==> config.mk <==
export PLATFORM = sky130hd
export DESIGN_NAME = lpc_io_target
export DESIGN_NICKNAME = d
export VERILOG_FILES = /design/src/rtl/lpc_io_target.sv
export SDC_FILE = /design/constraint.sdc
export NUM_CORES = 1
export LEC_CHECK = 0
export ABC_CLOCK_PERIOD_IN_PS = 5400
export BUFFER_PORTS_ARGS = -buffer_cell sky130_fd_sc_hd__buf_2
export CORE_UTILIZATION = 59
export CTS_BUF_LIST = sky130_fd_sc_hd__clkbuf_16
export DETAILED_ROUTE_END_ITERATION = 10
export GPL_TIMING_DRIVEN = 1
export PLACE_DENSITY = 0.86
export SETUP_SLACK_MARGIN = 0.05
export SYNTH_ARGS = -nofsm -noshare
export SYNTH_HDL_FRONTEND = slang
export SYNTH_SLANG_ARGS = --single-unit
==> constraint.sdc <==
create_clock -name LpcClock -period 5.4 [get_ports LpcClock]
set_input_delay 0.27 -clock LpcClock [delete_from_list [all_inputs] [get_ports LpcClock]]
set_output_delay 0.27 -clock LpcClock [all_outputs]
set_load 0.01 [all_outputs]
==> src/rtl/lpc_io_target.sv <==
// LPC I/O-cycle target: decodes host frames into single-cycle register strobes and returns read data on LAD.
// Optional LPC_SYNC_WAIT_EN inserts one short-wait SYNC cycle ahead of read SYNC.
module lpc_io_target #(
    parameter logic [15:0] BASE_ADDR = 16'h0700
) (
    input  logic       LpcClock,
    input  logic       rst_n,
    input  logic       LFRAME_n,
    input  logic [3:0] LAD_in,
    output logic [3:0] LAD_out,
    output logic       LAD_oe,
    output logic [7:0] Addr,
    output logic       Rd,
    output logic       Wr,
    output logic [7:0] DataWr,
    input  logic [7:0] DataRd
);

    typedef enum logic [3:0] {
        IDLE, CYCTYPE, ADDR, WDATA0, WDATA1, HTAR0, HTAR1, SWAIT,
        SYNC, RDATA0, RDATA1, PTAR0, PTAR1, IGNORE
    } state_t;

    state_t      state, state_nxt;
    logic [1:0]  nib_cnt;
    logic [11:0] addr_sr;
    logic        is_wr;
    logic [7:0]  rd_buf;
    logic        addr_hit;

    // First three address nibbles are held in addr_sr; the fourth is still on LAD_in.
    assign addr_hit = (addr_sr[11:4] == BASE_ADDR[15:8]);

    always_ff @(posedge LpcClock or negedge rst_n) begin
        if (!rst_n) state <= IDLE;
        else        state <= state_nxt;
    end

    always_comb begin
        state_nxt = state;
        if (!LFRAME_n) begin
            state_nxt = (LAD_in == 4'h0) ? CYCTYPE : IGNORE;
        end else begin
            case (state)
                IDLE:    state_nxt = IDLE;
                CYCTYPE: state_nxt = (LAD_in[3:2] == 2'b00) ? ADDR : IGNORE;
                ADDR: begin
                    if (nib_cnt == 2'd0) begin
                        if (!addr_hit)  state_nxt = IGNORE;
                        else if (is_wr) state_nxt = WDATA0;
                        else            state_nxt = HTAR0;
                    end
                end
                WDATA0:  state_nxt = WDATA1;
                WDATA1:  state_nxt = HTAR0;
                HTAR0:   state_nxt = HTAR1;
`ifdef LPC_SYNC_WAIT_EN
                HTAR1:   state_nxt = is_wr ? SYNC : SWAIT;
`else
                HTAR1:   state_nxt = SYNC;
`endif
                SWAIT:   state_nxt = SYNC;
                SYNC:    state_nxt = is_wr ? PTAR0 : RDATA0;
                RDATA0:  state_nxt = RDATA1;
                RDATA1:  state_nxt = PTAR0;
                PTAR0:   state_nxt = PTAR1;
                PTAR1:   state_nxt = IDLE;
                IGNORE:  state_nxt = IGNORE;
                default: state_nxt = IDLE;
            endcase
        end
    end

    always_comb begin
        LAD_oe  = 1'b0;
        LAD_out = 4'hF;
        Rd      = 1'b0;
        Wr      = 1'b0;
        case (state)
            HTAR0:  Rd = !is_wr;
            SWAIT:  begin LAD_oe = 1'b1; LAD_out = 4'h5; end
            SYNC:   begin LAD_oe = 1'b1; LAD_out = 4'h0; Wr = is_wr; end
            RDATA0: begin LAD_oe = 1'b1; LAD_out = rd_buf[3:0]; end
            RDATA1: begin LAD_oe = 1'b1; LAD_out = rd_buf[7:4]; end
            PTAR0:  LAD_oe = 1'b1;
            default: ;
        endcase
    end

    // Datapath loads are suppressed on an abort edge so a discarded cycle leaves no trace.
    always_ff @(posedge LpcClock or negedge rst_n) begin
        if (!rst_n) begin
            nib_cnt <= '0;
            addr_sr <= '0;
            is_wr   <= 1'b0;
            rd_buf  <= '0;
            Addr    <= '0;
            DataWr  <= '0;
        end else if (LFRAME_n) begin
            case (state)
                CYCTYPE: begin
                    is_wr   <= LAD_in[1];
                    nib_cnt <= 2'd3;
                end
                ADDR: begin
                    addr_sr <= {addr_sr[7:0], LAD_in};
                    nib_cnt <= nib_cnt - 2'd1;
                    if (nib_cnt == 2'd0 && addr_hit) Addr <= {addr_sr[3:0], LAD_in};
                end
                WDATA0: DataWr[3:0] <= LAD_in;
                WDATA1: DataWr[7:4] <= LAD_in;
                SYNC:   if (!is_wr) rd_buf <= DataRd;
                default: ;
            endcase
        end
    end

endmodule
==> results of run 1 <==
==> cell families (layout without fill, tap and decap cells) <==
kind of cell,after synthesis,after routing,synth area share (%)
AO/OA/AOI/OAI,28,28,8.98
XOR/XNOR,1,1,0.427
adder cells (fa/ha/maj),1,1,0.610
buffers and inverters,14,50,2.99
flip-flops,43,43,52.5
multiplexers,39,39,21.4
AND/OR/NAND/NOR,48,48,13.1
==> cell usage after synthesis (all sizes together) <==
library cell	number
nor4	3
nor3	5
o21ai	6
a221oi	2
nor2	13
o22ai	1
o31a	1
nand4	2
or3b	1
or4	1
buf	3
or3	1
nor2b	4
and4	1
a21o	2
xor2	1
clkbuf	6
nand3b	2
o32ai	2
a211oi	1
nand2	4
a31oi	1
a21oi	8
or2	1
inv	5
and3	1
dfrtp	43
nand2b	6
mux2	39
ha	1
nand3	3
o21ba	1
a22o	2
o21bai	1
==> worst reg2reg max path, delay by kind of cell, from the launching register on <==
family	cells	cell delay, ns
AND/OR/NAND/NOR	3	1.40
flip-flops	1	0.75
multiplexers	1	0.43
==> metal layers <==
metal / track usage [%] / part of all wire, % / vias up
met3: 8.32 / 6.9 / 13
met2: 41.4 / 50 / 72
met4: 14.9 / 3.4 / 0
li1: - / - / 704
met5: 0 / 0 / -
met1: 35.2 / 39 / 730
==> final timing paths <==
check / start / to / slack [ns] / cells after the start
min in group LpcClock: DataRd[4] / rd_buf[4] / 0.22 / 2
setup reg to reg: state[1] / Addr[1] / 2.69 / 4
setup / recovery: state[1] / Addr[1] / 2.69 / 4
hold reg to reg: DataWr[1] / DataWr[1] / 0.50 / 1
hold / removal: rst_n / nib_cnt[0] / 0.12 / 1
max in group asynchronous: rst_n / rd_buf[7] / 4.70 / 1
==> cell type report <==
| type | instances | area (sq um) | share of cell area [%] |
|---|---|---|---|
| repair buffers | 37 | 185 | 7.74 |
| well taps | 46 | 57.6 | 2.41 |
| multi-input cells | 117 | 912 | 38.1 |
| flip-flops and latches | 43 | 1080 | 45.0 |
| clock buffers | 5 | 125 | 5.23 |
| clock inverters | 3 | 16.3 | 0.680 |
| inverters | 5 | 18.8 | 0.785 |
==> flip-flops by register name, summed over array words and instances, names as in the netlist <==
name,count
Addr,8
addr_sr,12
rd_buf,8
nib_cnt,2
is_wr,1
DataWr,8
state,4
==> power groups by stage <==
stage          sequential [mW]  combinational (mW)  clock [mW]
2_1_floorplan            0.500               0.338           0
3_3_place_gp             0.554               0.401           0
3_5_place_dp             0.563               0.416           0
4_1_cts                  0.560               0.424       0.295
5_1_grt                  0.581               0.464       0.308
6_report                 0.566               0.425       0.292
==> per-stage QoR <==
stage	cell area [sq um]	power (mW)	instances	util, %	hold slack, ns
after floorplan	2050	0.838	174	-	-0.0256
after global placement	2250	0.955	248	67.4	0.439
after detailed placement	2250	0.980	248	67.4	0.458
after CTS	2390	1.28	256	71.7	0.154
after global routing	2390	1.35	256	71.7	0.208
final	2390	1.28	256	71.7	0.119
==> qor.yml, run 1 <==
via_per_inst: 5.93
grt_first_pass_wirelength_um: 6990
nNetsFinal: 225
holdBufCountCts: 0
synth_top_area_cell: "dfrtp_1"
status: "complete, no violations"
crit_chain: "or3b_1 > or2_1 > nor3_4 > mux2_2"
initial_utilization_pct: 61.4
layout-drive-gt1-share_pct: 40.5
die_h_um: 60.9
final_cell_mix: "dfrtp_1 (43), mux2_2 (39), buf_2 (37)"
power.share.sequential_pct: 44.1
clock_latency_ns: 0.29
htreeDepth: 2
core_area_sq_um: 3340
cts_tree: "yes"
drt_iter0_markers: 118
min_period_over_period_pct: 50.1
power_density_nw_per_um2: 536
hp-class: "in -> async"
p_sw_share_pct: 36.4
synth_top_area_share_pct: 52.5
fin_setup_tns_ns: 0
post_cts_buffers: 0
cts_made_buffers: 5
clock_power_share_pct: 22.7
end_kind: "flip-flop"
setup_viol: 0
final_common_cell: "dfrtp_1"
leakage_nw: 1.17
vias: 1519
die_area_sq_um: 3710
path_clk_slew_ns: 0.06
critPathMaxFanout: 21
cts.sinks: 43
grt_pass1_vias: 1427
overflow: 0
worstSetupStartpointType: "flip-flop"
first_pass_iters: 4
slew_headroom_pct: 38.2
critPathKind: "reg -> reg"
root_buffer: "clkbuf_16"
ctsResizeCount: 0
cap_viol_max_count: 0
cp_top_family: "simple AND/OR/NAND/NOR gates"
crit_required_ns: 5.56
routed_wl_um: 4660
synthTopCellsByArea: "dfrtp_1 (53%), mux2_2 (21%), nor2_1 (2.4%)"
max_freq_ghz: 0.369
fp.dieW_um: 60.9
critPathArrivalTime_ns: 2.87
ios: 38
yosys_warnings: 0
tightest_slew_ns: 0.926
place_ws_ns: 2.80
slew_violations: 0
synthCells: 174
slowest_delay_ns: 0.75
crit_path_top_delay_cell: "dfrtp_1"
fillers: 250
hold_violations: 0
critPathBufInv: 0
syn_nets: 190
post-route-min-period_ns: 2.71
area_growth_pct: 16.7
synth_seq_cells: 43
post-route-drc-count: 0
wire_per_inst_um: 18.2
internal-power_mw: 0.816
diodes: 0
synth_cell_types: 37
peakVddDrop_v: 0.000323
ant_nets: 0
seq_area_frac_synth_pct: 52.5
power.combinational.fraction_pct: 33.2
place_hpwl_um: 3020
numPortBuffers: 37
avgSynthCellArea_sq_um: 11.8
gp_routability_congestion: 0.833
rsz0062_at_grt: "no"
syn_area_sq_um: 2050
rows: 21
grt_max_degree: 44
skew_ns: 0.00546
track_usage_pct: 27.3
antenna_found_initial: 0
setup_ws_ns: 2.69
ctsLongestPathBuffers: 2
p_switching_mw: 0.467
(Power assumes the default switching activity.)
==> run 2: changes to the inputs <==
ABC_CLOCK_PERIOD_IN_PS = 2300   (was 5400)
CORE_UTILIZATION = 49   (was 59)
PLACE_DENSITY = 0.77   (was 0.86)
clock period = 2.3 ns   (was 5.4 ns; I/O delays follow)
==> run 2 against run 1 <==
The flow now finishes with violations (negative hold slack). Sequential cell count stayed put. Clock-buffer cell count unchanged. Combinational power increased to 2.8 times the previous value. Register-to-register slack got worse by 2.4 ns. Cell area increased by 2.4%. Fmax is 35% higher. Die area is 20% higher. Critical path depth unchanged. Via count up 0.53%. Hold slack worse by 0.15 ns. Largest cell class unchanged.
==> qor.yml, run 2 (synthesized netlist as in run 1, its figures left out) <==
root_buffer: "clkbuf_16"
holdBufCountCts: 0
status: "complete, but fails checks"
nNetsFinal: 231
cts.sinks: 43
cts_tree: "yes"
place_hpwl_um: 2860
cts_made_buffers: 5
tightest_slew_ns: 0.940
post-route-util_pct: 61.2
fillers: 304
final_common_cell: "dfrtp_1"
slowest_delay_ns: 0.43
largest_reg_flops: 12
wire_per_inst_um: 15.8
met1_usage_pct: 28.7
ctsLongestPathBuffers: 2
cp_top_family: "simple AND/OR/NAND/NOR gates"
ios: 38
crit_cells: 4
grt_max_degree: 44
min_period_over_period_pct: 87.4
critPathMaxFanout: 8
peakVddDrop_v: 0.000761
leakage_nw: 1.19
cap_viol_max_count: 0
initial_utilization_pct: 51.2
ctsResizeCount: 0
power_density_nw_per_um2: 1250
diodes: 0
path_clk_slew_ns: 0.06
gp_routability_congestion: 0.791
use_met2_pct: 33.6
grt_first_pass_wirelength_um: 6840
core_area_sq_um: 4000
clock_latency_ns: 0.29
drt_iter0_markers: 38
track_usage_pct: 21.0
grt_use_met3_pct: 4.11
via_per_inst: 5.74
crit_path_top_delay_cell: "or3b_1"
critPathBufInv: 0
critPathKind: "reg -> reg"
hold_violations: 43
end_kind: "flip-flop"
rows: 23
die_area_sq_um: 4440
crit_chain: "or3b_1 > or2_1 > nor3_4 > mux2_2"
antenna_found_initial: 0
r2r-start: "state[2]"
violations: "negative hold slack"
slew_headroom_pct: 37.3
area_growth_pct: 19.5
grt_pass1_vias: 1445
fp.dieW_um: 66.7
worstSetupStartpointType: "flip-flop"
overflow: 0
routed_wl_um: 4210
hp-class: "in -> async"
slew_violations: 0
cp-startpoint: "state[2]"
die_h_um: 66.7
rsz0062_at_grt: "no"
max_freq_ghz: 0.497
grt-busiest-layer: "met2"
ant_nets: 0
numPortBuffers: 37
largest_register: "addr_sr"
hold_slack_ns: -0.0271
layout-drive-gt1-share_pct: 42.6
final_cell_mix: "dfrtp_1 (43), mux2_2 (39), buf_2 (37)"
crit_required_ns: 2.47
post-route-min-period_ns: 2.01
reg2regPathDepth: 4
post_cts_buffers: 0
skew_ns: 0.00464
fin_setup_tns_ns: 0
htreeDepth: 2
critPathArrivalTime_ns: 2.18
post-route-drc-count: 0
setup_viol: 0
vias: 1527
first_pass_iters: 4
-- run 2: changes by cell type in the layout (fill, tap and decap cells not counted), sizes merged --
cell	before	now
clkinv	1	0
clkinvlp	1	2
buf	37	43
-- run 2: power by group --
part           total [mW]  switching, mW  leakage (nW)  internal, mW
sequential           1.15          0.148         0.546          1.01
clock               0.711          0.305        0.0664         0.406
combinational        1.19          0.629         0.577         0.560
total                3.05           1.08          1.19          1.97
-- run 2: metrics by stage --
step | area [sq um] | instances | power [mW] | setup slack [ns]
4_1_cts | 2450 | 266 | 3.06 | 0.296
2_1_floorplan | 2050 | 174 | 1.97 | 0.386
3_5_place_dp | 2300 | 258 | 2.34 | 0.336
6_report | 2450 | 266 | 3.05 | 0.289
5_1_grt | 2450 | 266 | 3.24 | 0.253
3_3_place_gp | 2300 | 258 | 2.30 | 0.390
-- run 2: worst paths after layout --
kind	to	slack, ns
max	Addr[2]	0.29
min	addr_sr[7]	-0.03
max reg2reg	Addr[2]	0.29
min reg2reg	Addr[4]	0.50
max in group asynchronous	rd_buf[5]	1.75
min in group LpcClock	rd_buf[3]	0.05
-- run 2: per-layer routing --
metal | part of all wire (%) | vias to the layer above
met1 | 45 | 766
met4 | 1.3 | 0
met5 | 0 | -
li1 | - | 714
met3 | 3.6 | 7
met2 | 50 | 40
-- run 2: worst reg2reg max path: stages (launching register included) --
cell	delay, ns
dfrtp_1	0.38
or3b_1	0.43
or2_1	0.28
nor3_4	0.42
mux2_2	0.39
-- run 2: area by class of cell --
type                            instances  area, sq um  share of cell area [%]
Clock inverter                          3         23.8                   0.971
Multi-Input combinational cell        117          912                    37.3
Timing Repair Buffer                   43          230                    9.40
Clock buffer                            5          125                    5.11
Inverter                                5         18.8                   0.766
Sequential cell                        43         1080                    43.9
Tap cell                               50         62.6                    2.55
